<file path="config.mk">
export PLATFORM = sky130hd
export DESIGN_NAME = monitor_channel_arbiter_flat
export DESIGN_NICKNAME = d
export VERILOG_FILES = /design/src/rtl/monitor_pkg.sv /design/src/rtl/monitor_channel_arbiter_if.sv /design/src/rtl/monitor_channel_arbiter_rr_arbiter.sv /design/src/rtl/monitor_channel_arbiter.sv /design/src/flat_wrapper.sv
export SDC_FILE = /design/constraint.sdc
export NUM_CORES = 1
export LEC_CHECK = 0
export ABC_AREA = 1
export BUFFER_PORTS_ARGS = -buffer_cell sky130_fd_sc_hd__buf_2
export CAP_MARGIN = 20
export CORE_MARGIN = 2
export CORE_UTILIZATION = 50
export CTS_BUF_LIST = sky130_fd_sc_hd__clkbuf_4 sky130_fd_sc_hd__clkbuf_8
export DETAILED_ROUTE_END_ITERATION = 7
export MAX_ROUTING_LAYER = met4
export PLACE_DENSITY_LB_ADDON = 0.25
export SETUP_SLACK_MARGIN = 0.1
export SYNTH_ARGS = -nofsm -noshare
export SYNTH_HDL_FRONTEND = slang
export SYNTH_SLANG_ARGS = --single-unit
</file>
<file path="constraint.sdc">
create_clock -name clk -period 3.6 [get_ports clk]
set_input_delay 0.54 -clock clk [delete_from_list [all_inputs] [get_ports clk]]
set_output_delay 0.54 -clock clk [all_outputs]
set_load 0.02 [all_outputs]
</file>
<file path="src/rtl/monitor_pkg.sv">
// Shared types and constants for the AGC monitor channel interface logic.
package monitor_pkg;

  localparam int CH_W   = 9;
  localparam int WORD_W = 15;

  // Frequently scheduled monitor channels (octal AGC channel numbers).
  localparam logic [CH_W-1:0] CH_SCALER_HI = 9'o003;
  localparam logic [CH_W-1:0] CH_SCALER_LO = 9'o004;
  localparam logic [CH_W-1:0] CH_DNTM1     = 9'o034;
  localparam logic [CH_W-1:0] CH_DNTM2     = 9'o035;

  typedef enum logic [1:0] {
    IDLE  = 2'd0,
    ISSUE = 2'd1,
    WAIT  = 2'd2,
    DONE  = 2'd3
  } mon_state_e;

  function automatic int rr_next(input int idx, input int n);
    return (idx >= n - 1) ? 0 : idx + 1;
  endfunction

endpackage

</file>
<file path="src/rtl/monitor_channel_arbiter_if.sv">
// Requester-side and AGC-side signals of the monitor channel arbiter.
interface monitor_channel_arbiter_if #(
  parameter int NREQ = 3
);
  import monitor_pkg::*;

  logic [NREQ-1:0]        req;
  logic [NREQ-1:0]        req_we;
  logic [NREQ*CH_W-1:0]   req_ch;
  logic [NREQ*WORD_W-1:0] req_wdata;
  logic [NREQ-1:0]        ack;
  logic                   err;
  logic [WORD_W-1:0]      rdata;
  logic                   busy;
  logic                   monwt;
  logic [WORD_W-1:0]      mdata;
  logic                   mrch;
  logic                   mwch;
  logic [CH_W-1:0]        ch;
  logic [WORD_W-1:0]      mwl;

  modport slave (
    input  req, req_we, req_ch, req_wdata, monwt, mdata,
    output ack, err, rdata, busy, mrch, mwch, ch, mwl
  );

  modport master (
    output req, req_we, req_ch, req_wdata, monwt, mdata,
    input  ack, err, rdata, busy, mrch, mwch, ch, mwl
  );

endinterface

</file>
<file path="src/rtl/monitor_channel_arbiter_rr_arbiter.sv">
// Round-robin pick: first requester at or after index rr (wrapping), as one-hot and index.
module rr_arbiter #(
  parameter int N     = 3,
  parameter int IDX_W = $clog2(N)
) (
  input  logic [N-1:0]     req,
  input  logic [IDX_W-1:0] rr,
  output logic [N-1:0]     grant,
  output logic [IDX_W-1:0] idx,
  output logic             any
);

  logic [2*N-1:0] req_dbl;
  logic [N-1:0]   req_rot;
  int             off;
  int             sum;

  assign req_dbl = {req, req};
  assign any     = |req;

  always_comb begin
    req_rot = N'(req_dbl >> rr);
    off     = 0;
    for (int i = N - 1; i >= 0; i--) begin
      if (req_rot[i]) off = i;
    end
    sum = int'(rr) + off;
    if (sum >= N) sum = sum - N;
    idx   = any ? IDX_W'(sum) : '0;
    grant = any ? (N'(1) << idx) : '0;
  end

endmodule

</file>
<file path="src/rtl/monitor_channel_arbiter.sv">
// Round-robin scheduler of MRCH/MWCH cycles on the AGC monitor interface.
// Optional inter-strobe timeout abort: define MONITOR_CHANNEL_ARBITER_TIMEOUT_EN.
//   state | meaning
//   IDLE  | waiting for a request; grant and latch on the first one seen
//   ISSUE | command driven, strobe/timeout counters cleared, monwt ignored
//   WAIT  | command held, counting monwt strobes
//   DONE  | command released, ack (and err) to the grantee, rr advanced
module monitor_channel_arbiter
  import monitor_pkg::*;
#(
  parameter int NREQ         = 3,  // must match the interface instance
  parameter int HOLD_STROBES = 2
`ifdef MONITOR_CHANNEL_ARBITER_TIMEOUT_EN
  ,
  parameter int TIMEOUT_CYC  = 1024
`endif
) (
  input logic clk,
  input logic rst,
  monitor_channel_arbiter_if.slave bus
);

  localparam int IDX_W  = $clog2(NREQ);
  localparam int SCNT_W = $clog2(HOLD_STROBES + 1);

  mon_state_e        state, state_nxt;
  logic [IDX_W-1:0]  rr, gnt_idx, pick_idx;
  logic [NREQ-1:0]   gnt_oh, pick_oh;
  logic              pick_any;
  logic              pick_we, we_q;
  logic [CH_W-1:0]   pick_ch, ch_q;
  logic [WORD_W-1:0] pick_wdata, wdata_q, rdata_q;
  logic [SCNT_W-1:0] scnt;
  logic              last_strobe, timeout_hit, abort_q;

  rr_arbiter #(.N(NREQ), .IDX_W(IDX_W)) u_rr (
    .req   (bus.req),
    .rr    (rr),
    .grant (pick_oh),
    .idx   (pick_idx),
    .any   (pick_any)
  );

  always_comb begin
    pick_we    = 1'b0;
    pick_ch    = '0;
    pick_wdata = '0;
    for (int i = 0; i < NREQ; i++) begin
      if (pick_oh[i]) begin
        pick_we    = bus.req_we[i];
        pick_ch    = bus.req_ch[i*CH_W +: CH_W];
        pick_wdata = bus.req_wdata[i*WORD_W +: WORD_W];
      end
    end
  end

  assign last_strobe = (state == WAIT) && bus.monwt && (scnt == SCNT_W'(HOLD_STROBES - 1));

  always_ff @(posedge clk or posedge rst) begin
    if (rst) state <= IDLE;
    else     state <= state_nxt;
  end

  always_comb begin
    state_nxt = state;
    bus.busy  = 1'b0;
    bus.mrch  = 1'b0;
    bus.mwch  = 1'b0;
    bus.ch    = '0;
    bus.mwl   = '0;
    bus.ack   = '0;
    bus.err   = 1'b0;
    case (state)
      IDLE: begin
        if (pick_any) state_nxt = ISSUE;
      end
      ISSUE, WAIT: begin
        bus.busy = 1'b1;
        bus.mrch = ~we_q;
        bus.mwch = we_q;
        bus.ch   = ch_q;
        bus.mwl  = we_q ? wdata_q : '0;
        if (state == ISSUE)                   state_nxt = WAIT;
        else if (last_strobe || timeout_hit)  state_nxt = DONE;
      end
      DONE: begin
        bus.ack   = gnt_oh;
        bus.err   = abort_q;
        state_nxt = IDLE;
      end
      default: state_nxt = IDLE;
    endcase
  end

  always_ff @(posedge clk or posedge rst) begin
    if (rst) begin
      rr      <= '0;
      gnt_idx <= '0;
      gnt_oh  <= '0;
      we_q    <= 1'b0;
      ch_q    <= '0;
      wdata_q <= '0;
      rdata_q <= '0;
      scnt    <= '0;
    end else begin
      case (state)
        IDLE: begin
          if (pick_any) begin
            gnt_idx <= pick_idx;
            gnt_oh  <= pick_oh;
            we_q    <= pick_we;
            ch_q    <= pick_ch;
            wdata_q <= pick_wdata;
          end
        end
        ISSUE: scnt <= '0;
        WAIT: begin
          if (bus.monwt) scnt <= scnt + SCNT_W'(1);
          if (last_strobe && !we_q) rdata_q <= bus.mdata;
        end
        DONE: rr <= IDX_W'(rr_next(int'(gnt_idx), NREQ));
        default: ;
      endcase
    end
  end

  assign bus.rdata = rdata_q;

`ifdef MONITOR_CHANNEL_ARBITER_TIMEOUT_EN
  localparam int TCNT_W = $clog2(TIMEOUT_CYC);

  logic [TCNT_W-1:0] tcnt;

  // Leave WAIT on the edge where the count reaches TIMEOUT_CYC-1, i.e. TIMEOUT_CYC cycles after the last strobe.
  assign timeout_hit = (state == WAIT) && !bus.monwt && (tcnt == TCNT_W'(TIMEOUT_CYC - 2));

  always_ff @(posedge clk or posedge rst) begin
    if (rst) begin
      tcnt    <= '0;
      abort_q <= 1'b0;
    end else if (state == ISSUE) begin
      tcnt    <= '0;
      abort_q <= 1'b0;
    end else if (state == WAIT) begin
      if (bus.monwt) tcnt <= '0;
      else           tcnt <= tcnt + TCNT_W'(1);
      if (timeout_hit) abort_q <= 1'b1;
    end
  end
`else
  assign timeout_hit = 1'b0;
  assign abort_q     = 1'b0;
`endif

endmodule

</file>
<file path="src/flat_wrapper.sv">
// flat-port wrapper written by rule: the top's interface ports become plain ports
module monitor_channel_arbiter_flat import monitor_pkg::*;
#(
  parameter int NREQ         = 3,                                      
  parameter int HOLD_STROBES = 2

)
  (clk, rst, bus_req, bus_req_we, bus_req_ch, bus_req_wdata, bus_monwt, bus_mdata, bus_ack, bus_err, bus_rdata, bus_busy, bus_mrch, bus_mwch, bus_ch, bus_mwl);
  monitor_channel_arbiter_if #(.NREQ(NREQ)) bus_i ();
  input logic clk;
  input logic rst;
  input wire logic [$bits(bus_i.req)-1:0] bus_req;
  input wire logic [$bits(bus_i.req_we)-1:0] bus_req_we;
  input wire logic [$bits(bus_i.req_ch)-1:0] bus_req_ch;
  input wire logic [$bits(bus_i.req_wdata)-1:0] bus_req_wdata;
  input wire logic [$bits(bus_i.monwt)-1:0] bus_monwt;
  input wire logic [$bits(bus_i.mdata)-1:0] bus_mdata;
  output wire logic [$bits(bus_i.ack)-1:0] bus_ack;
  output wire logic [$bits(bus_i.err)-1:0] bus_err;
  output wire logic [$bits(bus_i.rdata)-1:0] bus_rdata;
  output wire logic [$bits(bus_i.busy)-1:0] bus_busy;
  output wire logic [$bits(bus_i.mrch)-1:0] bus_mrch;
  output wire logic [$bits(bus_i.mwch)-1:0] bus_mwch;
  output wire logic [$bits(bus_i.ch)-1:0] bus_ch;
  output wire logic [$bits(bus_i.mwl)-1:0] bus_mwl;
  assign bus_i.req = bus_req;
  assign bus_i.req_we = bus_req_we;
  assign bus_i.req_ch = bus_req_ch;
  assign bus_i.req_wdata = bus_req_wdata;
  assign bus_i.monwt = bus_monwt;
  assign bus_i.mdata = bus_mdata;
  assign bus_ack = bus_i.ack;
  assign bus_err = bus_i.err;
  assign bus_rdata = bus_i.rdata;
  assign bus_busy = bus_i.busy;
  assign bus_mrch = bus_i.mrch;
  assign bus_mwch = bus_i.mwch;
  assign bus_ch = bus_i.ch;
  assign bus_mwl = bus_i.mwl;
  monitor_channel_arbiter #(.NREQ(NREQ), .HOLD_STROBES(HOLD_STROBES)) u_core (.clk(clk), .rst(rst), .bus(bus_i));
endmodule
</file>
==> results of run 1 <==
[Yosys cell counts, drive strengths merged]
master | instances | area, um^2
clkbuf | 6 | 22.5
nor2 | 73 | 303
nand3 | 30 | 258
ha | 8 | 100
inv | 126 | 475
fa | 1 | 20.0
o31ai | 1 | 12.5
nand2 | 160 | 638
o21ai | 11 | 55.1
conb | 1 | 3.75
a22oi | 1 | 7.51
o22ai | 1 | 6.26
buf | 18 | 168
o211a | 1 | 10.0
nand4 | 25 | 156
mux2 | 15 | 169
dfrtp | 51 | 1280
a21oi | 4 | 20.0
a22o | 2 | 17.5
[critical path, delay by kind of cell, from the launching register on]
family	cells	cell delay, ns
compound gates	2	0.50
fa+ha+maj	3	0.86
buf+inv	3	0.21
flops	1	0.47
simple gates	8	0.98
[registers in the layout, indices dropped and copies added, names as in the netlist]
name	flops
u_core.bus.rdata	15
u_core.wdata_q	15
u_core.ch_q	9
u_core.gnt_oh	3
u_core.gnt_idx	2
u_core.rr	2
u_core.scnt	2
u_core.state	2
u_core.we_q	1
[report_power, final]
part           internal [uW]  total (uW)  leakage, uW  switching, uW
clock network            144         359    0.0000491            216
registers                843         999     0.000637            156
logic                   1190        3750      0.00223           2560
[final timing paths]
kind	start	end	slack (ns)	cells after the start
worst max-delay path	u_core.rr[0]	u_core.wdata_q[11]	0.49	16
worst min-delay path	rst	u_core.wdata_q[4]	0.25	2
worst max register to register	u_core.rr[0]	u_core.wdata_q[11]	0.49	16
worst min register to register	u_core.scnt[0]	u_core.scnt[0]	0.49	1
max in group asynchronous	rst	u_core.state[0]	2.82	3
min in group clk	bus_mdata[0]	u_core.bus.rdata[0]	0.45	2
[layer usage]
metal | GRT usage [%] | vias to the layer above | wire (um)
li1 | - | 1846 | -
met1 | 27.5 | 1650 | 3900
met2 | 42.5 | 129 | 4760
met3 | 4.11 | 13 | 691
met4 | 6.28 | 0 | 140
met5 | - | - | 0
[cells in the final DEF, fill, tap and decap left out, types with 5 or more instances in the layout]
master    count
inv_2         5
nor2_1       69
o21ai_0      11
buf_2       140
nand3_2      19
nand3_1      10
nand4_1      25
clkbuf_8      5
nand2_1     153
dfrtp_1      51
ha_1          8
mux2_2       15
inv_1       120
[kinds of logic after synthesis]
| group | count (synthesis) |
|---|---|
| AOI/OAI and AO/OA | 21 |
| adders and majority gates | 9 |
| buffers and inverters | 150 |
| DFF | 51 |
| muxes | 15 |
| other | 1 |
| and+or+nand+nor | 288 |
[stage by stage]
step | setup WS, ns | utilization (%)
2_1_floorplan | 0.812 | -
3_3_place_gp | 0.323 | 60.6
3_5_place_dp | 0.226 | 60.6
4_1_cts | 0.411 | 62.0
5_1_grt | 0.152 | 62.6
6_report | 0.490 | 62.6
[final cells by class]
class	instances	area (um^2)	share of cell area [%]
multi-input cells	336	1800	39.8
well taps	99	124	2.74
flip-flops and latches	51	1280	28.3
clock buffers	5	68.8	1.52
inverters	126	478	10.6
clock inverters	3	26.3	0.582
repair buffers	144	743	16.5
==> impl_metrics.py, run 1 <==
metrics = {
    "sta": {
        "fin_crit_sh_pct": 86.4,
        "holdWs_ns": 0.245,
        "setup_viol": 0,
        "max_slew_margin_pct": 58.9,
        "rsz0062_at_grt": "no",
        "hold_viol": 0,
        "drv_slew": 0,
        "skew_ns": 0.00347,
        "max_clock_freq_ghz": 0.322,
        "layout_min_cycle_time_ns": 3.11,
        "worst_slew_pin_slew_ns": 0.616,
        "setup_tns_ns": 0,
    },
    "place": {
        "dpl.hpwl_mm": 6.60,
        "gp_congestion": 0.845,
        "place_area_um2": 4380,
        "io_buffers": 140,
        "dp.cells": 753,
    },
    "cts": {
        "cts_tree": "yes",
        "clk_latency_ns": 0.32,
        "htree_levels": 2,
        "cts_sinks": 51,
        "cts_root_buf": "clkbuf_8",
        "post_cts_buffers": 0,
        "ctsLongestPathBuffers": 2,
        "numCtsBuffers": 5,
        "clk_pin_slew_ns": 0.10,
        "ctsResizeCount": 0,
        "holdBufCountCts": 0,
    },
    "synthesis": {
        "synth.net_count": 640,
        "syn_area_um2": 3720,
        "syn_inst": 535,
        "synthXorXnorAreaFrac_pct": 0,
        "synth.avg_cell_area_um2": 6.95,
        "synth-adder-area-share_pct": 3.23,
        "ys_warn_count": 0,
        "ys_seq_area_share_pct": 34.3,
        "synth.area.mux_share_pct": 4.54,
        "synth_top_family_by_area": "simple AND/OR/NAND/NOR gates",
        "synth_compound_area_share_pct": 3.47,
        "yosys_register_bits": 51,
        "synthDistinctLibCells": 31,
        "synth_simple_gate_area_share_pct": 36.4,
    },
    "critical_path": {
        "path_class": "flop to flop",
        "crit_top_cell": "nand2_1",
        "cp_slowest_cell": "dfrtp_1",
        "crit_fanout": 13,
        "cpPeakStageDelay_ns": 0.47,
        "worstPathCellList": "o21ai_0, nand2_1, a22oi_1, ha_1, fa_1, ha_1, inv_2, nand2_1, nand2_1, inv_2, nor2_4, nand3_2, nand2_1, inv_1, nand2_1, nand2_1",
        "cp_data_required_time_ns": 3.82,
        "start_kind": "flop",
        "critPathArrivalTime_ns": 3.33,
        "endpoint_kind": "flop",
    },
    "routing": {
        "wl_per_cell_um": 12.4,
        "vias": 3638,
        "drt-total-wl_mm": 9.49,
        "drc": 0,
        "drt_iter0_markers": 229,
        "via_per_inst": 4.76,
        "dr.pass1.iters": 4,
        "ant_nets": 0,
    },
    "die": {
        "die_y_um": 90.2,
        "die_w_um": 90.2,
        "fp.dieArea_um2": 8140,
        "initial_core_util_pct": 51.5,
        "core_um2": 7210,
        "rows": 31,
        "ioPinCount": 142,
    },
    "run": {
        "maxCapViolCount": 0,
    },
    "cells_and_area": {
        "final_area_um2": 4520,
        "fillCellCount": 687,
        "syn_to_final_growth_pct": 21.4,
        "layout.nets": 769,
        "num_antenna_cells": 0,
        "final_layout_size_suffix_gt1_share_pct": 31.1,
        "final_cell_count_no_fill": 764,
    },
    "grt": {
        "grtUsageTotal_pct": 23.7,
        "grt_antenna_before_repair": 0,
        "grt_pass1_wl_mm": 15.6,
        "grt_overflow": 0,
        "grt_start_max_net_pins": 52,
        "grt_pass1_vias": 3528,
    },
    "power": {
        "power_uw": 5110,
        "vdd_drop_max_mv": 0.578,
        "p_per_area_nw_per_um2": 1130,
        "p_leak_uw": 0.00291,
    },
    "outcome": {
        "status": "finished, final reports clean",
    },
    "worst_hold_path": {
        "hold_class": "input port to async pin",
    },
}
(Power assumes the default switching activity.)
==> inputs of run 2 (changes only) <==
--- a/config.mk
+++ b/config.mk
@@ -14,6 +14,7 @@
 export DETAILED_ROUTE_END_ITERATION = 7
 export MAX_ROUTING_LAYER = met4
 export PLACE_DENSITY_LB_ADDON = 0.25
+export RECOVER_POWER = 50
 export SETUP_SLACK_MARGIN = 0.1
 export SYNTH_ARGS = -nofsm -noshare
 export SYNTH_HDL_FRONTEND = slang
==> run 2 against run 1 <==
Setup slack improved by 0.0056 ns. Sequential cell count stayed put. Via count increased by 0.60%. Critical path depth unchanged. Hold slack improved by 0.15 ns. Routed wire length about the same. The flow now finishes with violations (capacitance limit, slew limit). Power fell by 0.39%. Register-to-register slack about the same. Critical endpoint unchanged. Highest routed layer unchanged. First-iteration DRC count is 0.87% lower. Design area fell by 0.78%. Non-clock buffer count stayed put. Fmax rose by 0.18%.
==> impl_metrics.py, run 2 (synthesized netlist as in run 1, its figures left out) <==
metrics = {
    "place": {
        "io_buffers": 140,
        "dp.cells": 753,
        "dpl.hpwl_mm": 6.60,
        "place_area_um2": 4380,
        "gp_congestion": 0.845,
    },
    "cts": {
        "cts_sinks": 51,
        "cts_root_buf": "clkbuf_8",
        "ctsLongestPathBuffers": 2,
        "htree_levels": 2,
        "ctsResizeCount": 0,
        "numCtsBuffers": 5,
        "clk_latency_ns": 0.31,
        "cts_tree": "yes",
        "clk_pin_slew_ns": 0.10,
        "post_cts_buffers": 0,
        "holdBufCountCts": 0,
    },
    "grt": {
        "grtUsageTotal_pct": 23.7,
        "grt_antenna_before_repair": 0,
        "grt_pass1_wl_mm": 15.6,
        "grt_overflow": 0,
        "grt_pass1_vias": 3528,
        "grt_start_max_net_pins": 52,
    },
    "sta": {
        "worst_slew_pin_slew_ns": 1.61,
        "setup_tns_ns": 0,
        "skew_ns": 0.00676,
        "hold_viol": 0,
        "drv_slew": 31,
        "fin_crit_sh_pct": 86.2,
        "layout_min_cycle_time_ns": 3.10,
        "rsz0062_at_grt": "no",
        "setup_viol": 0,
        "max_slew_margin_pct": -7.03,
        "max_clock_freq_ghz": 0.322,
    },
    "cells_and_area": {
        "syn_to_final_growth_pct": 20.5,
        "mostFrequentLayoutCell": "nand2_1",
        "layout.nets": 769,
        "num_antenna_cells": 0,
        "final_cell_mix": "153 x nand2_1, 125 x buf_2, 121 x inv_1",
        "final_cell_count_no_fill": 764,
        "fin_util_pct": 62.1,
        "final_area_um2": 4480,
        "final_layout_size_suffix_gt1_share_pct": 28.6,
    },
    "routing": {
        "via_per_inst": 4.79,
        "drt_iter0_markers": 227,
        "drt-total-wl_mm": 9.49,
        "dr.pass1.iters": 4,
        "wl_per_cell_um": 12.4,
        "vias": 3660,
        "drc": 0,
        "ant_nets": 0,
    },
    "power": {
        "p_seq_share_pct": 19.7,
        "clockPowerShare_pct": 7.0,
        "power_frac_comb_pct": 73.3,
        "intPower_uw": 2150,
        "p_leak_uw": 0.00286,
        "p_switching_uw": 2930,
        "vdd_drop_max_mv": 0.578,
        "p_per_area_nw_per_um2": 1140,
        "swShare_pct": 57.7,
        "power_uw": 5090,
    },
    "die": {
        "core_um2": 7210,
        "initial_core_util_pct": 51.5,
        "die_w_um": 90.2,
        "rows": 31,
        "die_y_um": 90.2,
        "fp.dieArea_um2": 8140,
        "ioPinCount": 142,
    },
    "critical_path": {
        "critPathArrivalTime_ns": 3.32,
        "cpPeakStageDelay_ns": 0.46,
        "cp_slowest_cell": "dfrtp_1",
        "worstPathCellList": "o21ai_0, nand2_1, a22oi_1, ha_1, fa_1, ha_1, inv_2, nand2_1, nand2_1, inv_2, nor2_4, nand3_2, nand2_1, inv_1, nand2_1, nand2_1",
        "path_class": "flop to flop",
        "start_kind": "flop",
        "cp_data_required_time_ns": 3.82,
        "crit_fanout": 13,
        "endpoint_kind": "flop",
        "crit_top_cell": "nand2_1",
    },
    "outcome": {
        "status": "finished with violations",
        "violations": "capacitance limit, slew limit",
    },
    "run": {
        "maxCapViolCount": 1,
    },
    "worst_hold_path": {
        "hold_class": "input port to async pin",
    },
}
[run 2: critical path, delay by kind of cell (launching register included)]
| family | cells | cell delay [ns] |
|---|---|---|
| adder cells (fa/ha/maj) | 3 | 0.86 |
| AND/OR/NAND/NOR | 8 | 0.98 |
| flip-flops | 1 | 0.46 |
| buffers and inverters | 3 | 0.21 |
| AO/OA/AOI/OAI | 2 | 0.50 |
[run 2: final timing paths]
path / start / endpoint / slack, ns / cells past startpoint
worst min register to register: u_core.scnt[0] / u_core.scnt[0] / 0.49 / 1
worst min-delay path: rst / u_core.wdata_q[4] / 0.40 / 2
worst max-delay path: u_core.rr[0] / u_core.wdata_q[11] / 0.50 / 16
worst max register to register: u_core.rr[0] / u_core.wdata_q[11] / 0.50 / 16
max in group asynchronous: rst / u_core.state[0] / 1.23 / 3
min in group clk: bus_mdata[0] / u_core.bus.rdata[0] / 0.45 / 2
[run 2: area by class of cell]
class	instances	area [um^2]
fillers	692	2730
multi-input cells	336	1800
flip-flops and latches	51	1280
repair buffers	144	708
inverters	126	478
well taps	99	124
clock buffers	5	68.8
clock inverters	3	26.3
[run 2: power by group through the flow]
stage / Clock, uW / Sequential [uW] / Combinational (uW)
after floorplan: 0 / 1070 / 2980
after global placement: 0 / 991 / 3510
after detailed placement: 0 / 1010 / 3600
after CTS: 368 / 997 / 3610
after global routing: 388 / 1040 / 4190
final: 357 / 1000 / 3730
[run 2: metrics by stage]
| stage | setup slack, ns | hold WS [ns] |
|---|---|---|
| 2_1_floorplan | 0.812 | 0.449 |
| 3_3_place_gp | 0.323 | 0.462 |
| 3_5_place_dp | 0.226 | 0.465 |
| 4_1_cts | 0.411 | 0.445 |
| 5_1_grt | 0.152 | 0.436 |
| 6_report | 0.495 | 0.396 |
[run 2: per-layer routing]
layer | routed length [um] | global-route usage (%) | vias to the layer above
met5 | 0 | - | -
met4 | 116 | 6.28 | 0
met3 | 660 | 4.11 | 10
met2 | 4820 | 42.5 | 131
met1 | 3890 | 27.5 | 1670
li1 | - | - | 1849
==> inputs of run 3 (changes only) <==
--- a/config.mk
+++ b/config.mk
@@ -8,8 +8,10 @@
 export ABC_AREA = 1
 export BUFFER_PORTS_ARGS = -buffer_cell sky130_fd_sc_hd__buf_2
 export CAP_MARGIN = 20
+export CELL_PAD_IN_SITES_DETAIL_PLACEMENT = 1
+export CELL_PAD_IN_SITES_GLOBAL_PLACEMENT = 1
 export CORE_MARGIN = 2
-export CORE_UTILIZATION = 50
+export CORE_UTILIZATION = 35
 export CTS_BUF_LIST = sky130_fd_sc_hd__clkbuf_4 sky130_fd_sc_hd__clkbuf_8
 export DETAILED_ROUTE_END_ITERATION = 7
 export MAX_ROUTING_LAYER = met4
==> run 3 against run 2 <==
The flow still finishes with violations (capacitance limit, slew limit). Register-to-register slack got worse by 0.12 ns. Critical path depth did not move. Setup slack got worse by 0.12 ns. Utilization fell by 18 points. Critical path type unchanged. Critical endpoint is now u_core.wdata_q[14]. Largest cell class unchanged. Highest routed layer unchanged.
==> impl_metrics.py, run 3 (synthesized netlist as in run 1, its figures left out) <==
metrics = {
    "outcome": {
        "status": "finished with violations",
        "violations": "capacitance limit, slew limit",
    },
    "sta": {
        "max_clock_freq_ghz": 0.310,
        "setup_viol": 0,
        "worst_slew_pin_slew_ns": 2.25,
        "setup_tns_ns": 0,
        "rsz0062_at_grt": "no",
        "skew_ns": 0.0131,
        "hold_viol": 0,
        "finalWorstSetupSlack_ns": 0.373,
        "layout_min_cycle_time_ns": 3.23,
        "drv_slew": 40,
        "fin_crit_sh_pct": 89.6,
        "max_slew_margin_pct": -50.0,
    },
    "power": {
        "clockPowerShare_pct": 6.9,
        "p_per_area_nw_per_um2": 1160,
        "p_seq_share_pct": 19.2,
        "power_uw": 5260,
        "p_leak_uw": 0.00286,
        "intPower_uw": 2160,
        "p_switching_uw": 3100,
        "swShare_pct": 59.0,
        "power_frac_comb_pct": 73.9,
        "vdd_drop_max_mv": 0.497,
    },
    "cts": {
        "ctsLongestPathBuffers": 2,
        "htree_levels": 2,
        "clk_pin_slew_ns": 0.11,
        "holdBufCountCts": 0,
        "cts_tree": "yes",
        "ctsResizeCount": 0,
        "post_cts_buffers": 0,
        "numCtsBuffers": 5,
        "clk_latency_ns": 0.31,
        "cts_root_buf": "clkbuf_8",
        "cts_sinks": 51,
    },
    "critical_path": {
        "crit_start": "u_core.rr[0]",
        "cp_data_required_time_ns": 3.82,
        "r2r_start": "u_core.rr[0]",
        "path_class": "flop to flop",
        "start_kind": "flop",
        "endpoint_kind": "flop",
        "critPathArrivalTime_ns": 3.44,
        "crit_fanout": 13,
        "r2r_cells": 16,
    },
    "routing": {
        "via_per_inst": 4.62,
        "drc": 0,
        "ant_nets": 0,
        "drt-total-wl_mm": 11.7,
        "vias": 3702,
        "wl_per_cell_um": 14.6,
        "dr.pass1.iters": 4,
        "drt_iter0_markers": 186,
    },
    "grt": {
        "grt_pass1_vias": 3909,
        "grt_pass1_wl_mm": 18.3,
        "grtUsageTotal_pct": 20.5,
        "grt_overflow": 0,
        "grt_antenna_before_repair": 0,
        "grt_start_max_net_pins": 40,
    },
    "die": {
        "initial_core_util_pct": 36.0,
        "fp.dieArea_um2": 11500,
        "die_w_um": 107,
        "die_y_um": 107,
        "rows": 37,
        "core_um2": 10300,
        "ioPinCount": 142,
    },
    "place": {
        "io_buffers": 140,
        "dp.cells": 791,
        "place_area_um2": 4440,
        "place_ws_ns": 0.134,
        "gp_congestion": 0.849,
        "dpl.hpwl_mm": 8.38,
    },
    "cells_and_area": {
        "layout.nets": 769,
        "mostFrequentLayoutCell": "nand2_1",
        "final_cell_mix": "153 x nand2_1, 125 x buf_2, 121 x inv_1",
        "final_layout_size_suffix_gt1_share_pct": 28.6,
        "num_antenna_cells": 0,
        "syn_to_final_growth_pct": 21.7,
        "final_cell_count_no_fill": 801,
        "final_area_um2": 4530,
    },
    "worst_hold_path": {
        "hold_class": "input port to async pin",
    },
    "run": {
        "maxCapViolCount": 1,
    },
}
==> run 3: final timing paths <==
| path | endpoint | slack [ns] |
|---|---|---|
| max in group asynchronous | u_core.ch_q[5] | 0.90 |
| hold reg to reg | u_core.scnt[0] | 0.49 |
| setup reg to reg | u_core.wdata_q[14] | 0.37 |
| min in group clk | u_core.bus.rdata[3] | 0.45 |
| hold / removal | u_core.bus.rdata[13] | 0.22 |
| setup / recovery | u_core.wdata_q[14] | 0.37 |
==> run 3: through the flow <==
stage | hold WS (ns) | utilization, %
CTS | 0.156 | 44.0
floorplan | 0.449 | -
global route | 0.258 | 43.8
global placement | 0.464 | 42.8
detailed placement | 0.467 | 43.0
finish | 0.219 | 43.8
==> run 3: layout make-up <==
cell class | instances | area [um^2]
clock buffers | 5 | 68.8
clock inverters | 3 | 28.8
fillers | 1401 | 5800
inverters | 126 | 475
multi-input cells | 336 | 1800
flip-flops and latches | 51 | 1280
well taps | 136 | 170
repair buffers | 144 | 708
==> run 3: power groups by stage <==
| stage | clock [uW] | sequential [uW] | combinational (uW) |
|---|---|---|---|
| after CTS | 383 | 1010 | 3790 |
| after detailed placement | 0 | 1020 | 3780 |
| after floorplan | 0 | 1070 | 2980 |
| after global routing | 404 | 1050 | 4390 |
| final | 363 | 1010 | 3880 |
| after global placement | 0 | 998 | 3650 |
==> run 3: worst max-delay path, cell delays in order, from the launching register on <==
cell and delay [ns]:
dfrtp_1 0.47, o21ai_0 0.35, nand2_1 0.10, a22oi_1 0.18
ha_1 0.19, fa_1 0.44, ha_1 0.24, inv_2 0.05
nand2_1 0.07, nand2_1 0.13, inv_2 0.12, nor2_4 0.45
nand3_2 0.10, nand2_1 0.09, inv_1 0.05, nand2_1 0.06
nand2_1 0.05
==> run 3: metal layers <==
metal / vias up / global-route usage, % / share of wire [%]
li1: 1852 / - / -
met1: 1739 / 26.2 / 46
met2: 102 / 35.4 / 49
met3: 9 / 2.07 / 4.0
met4: 0 / 3.80 / 0.88
met5: - / - / 0
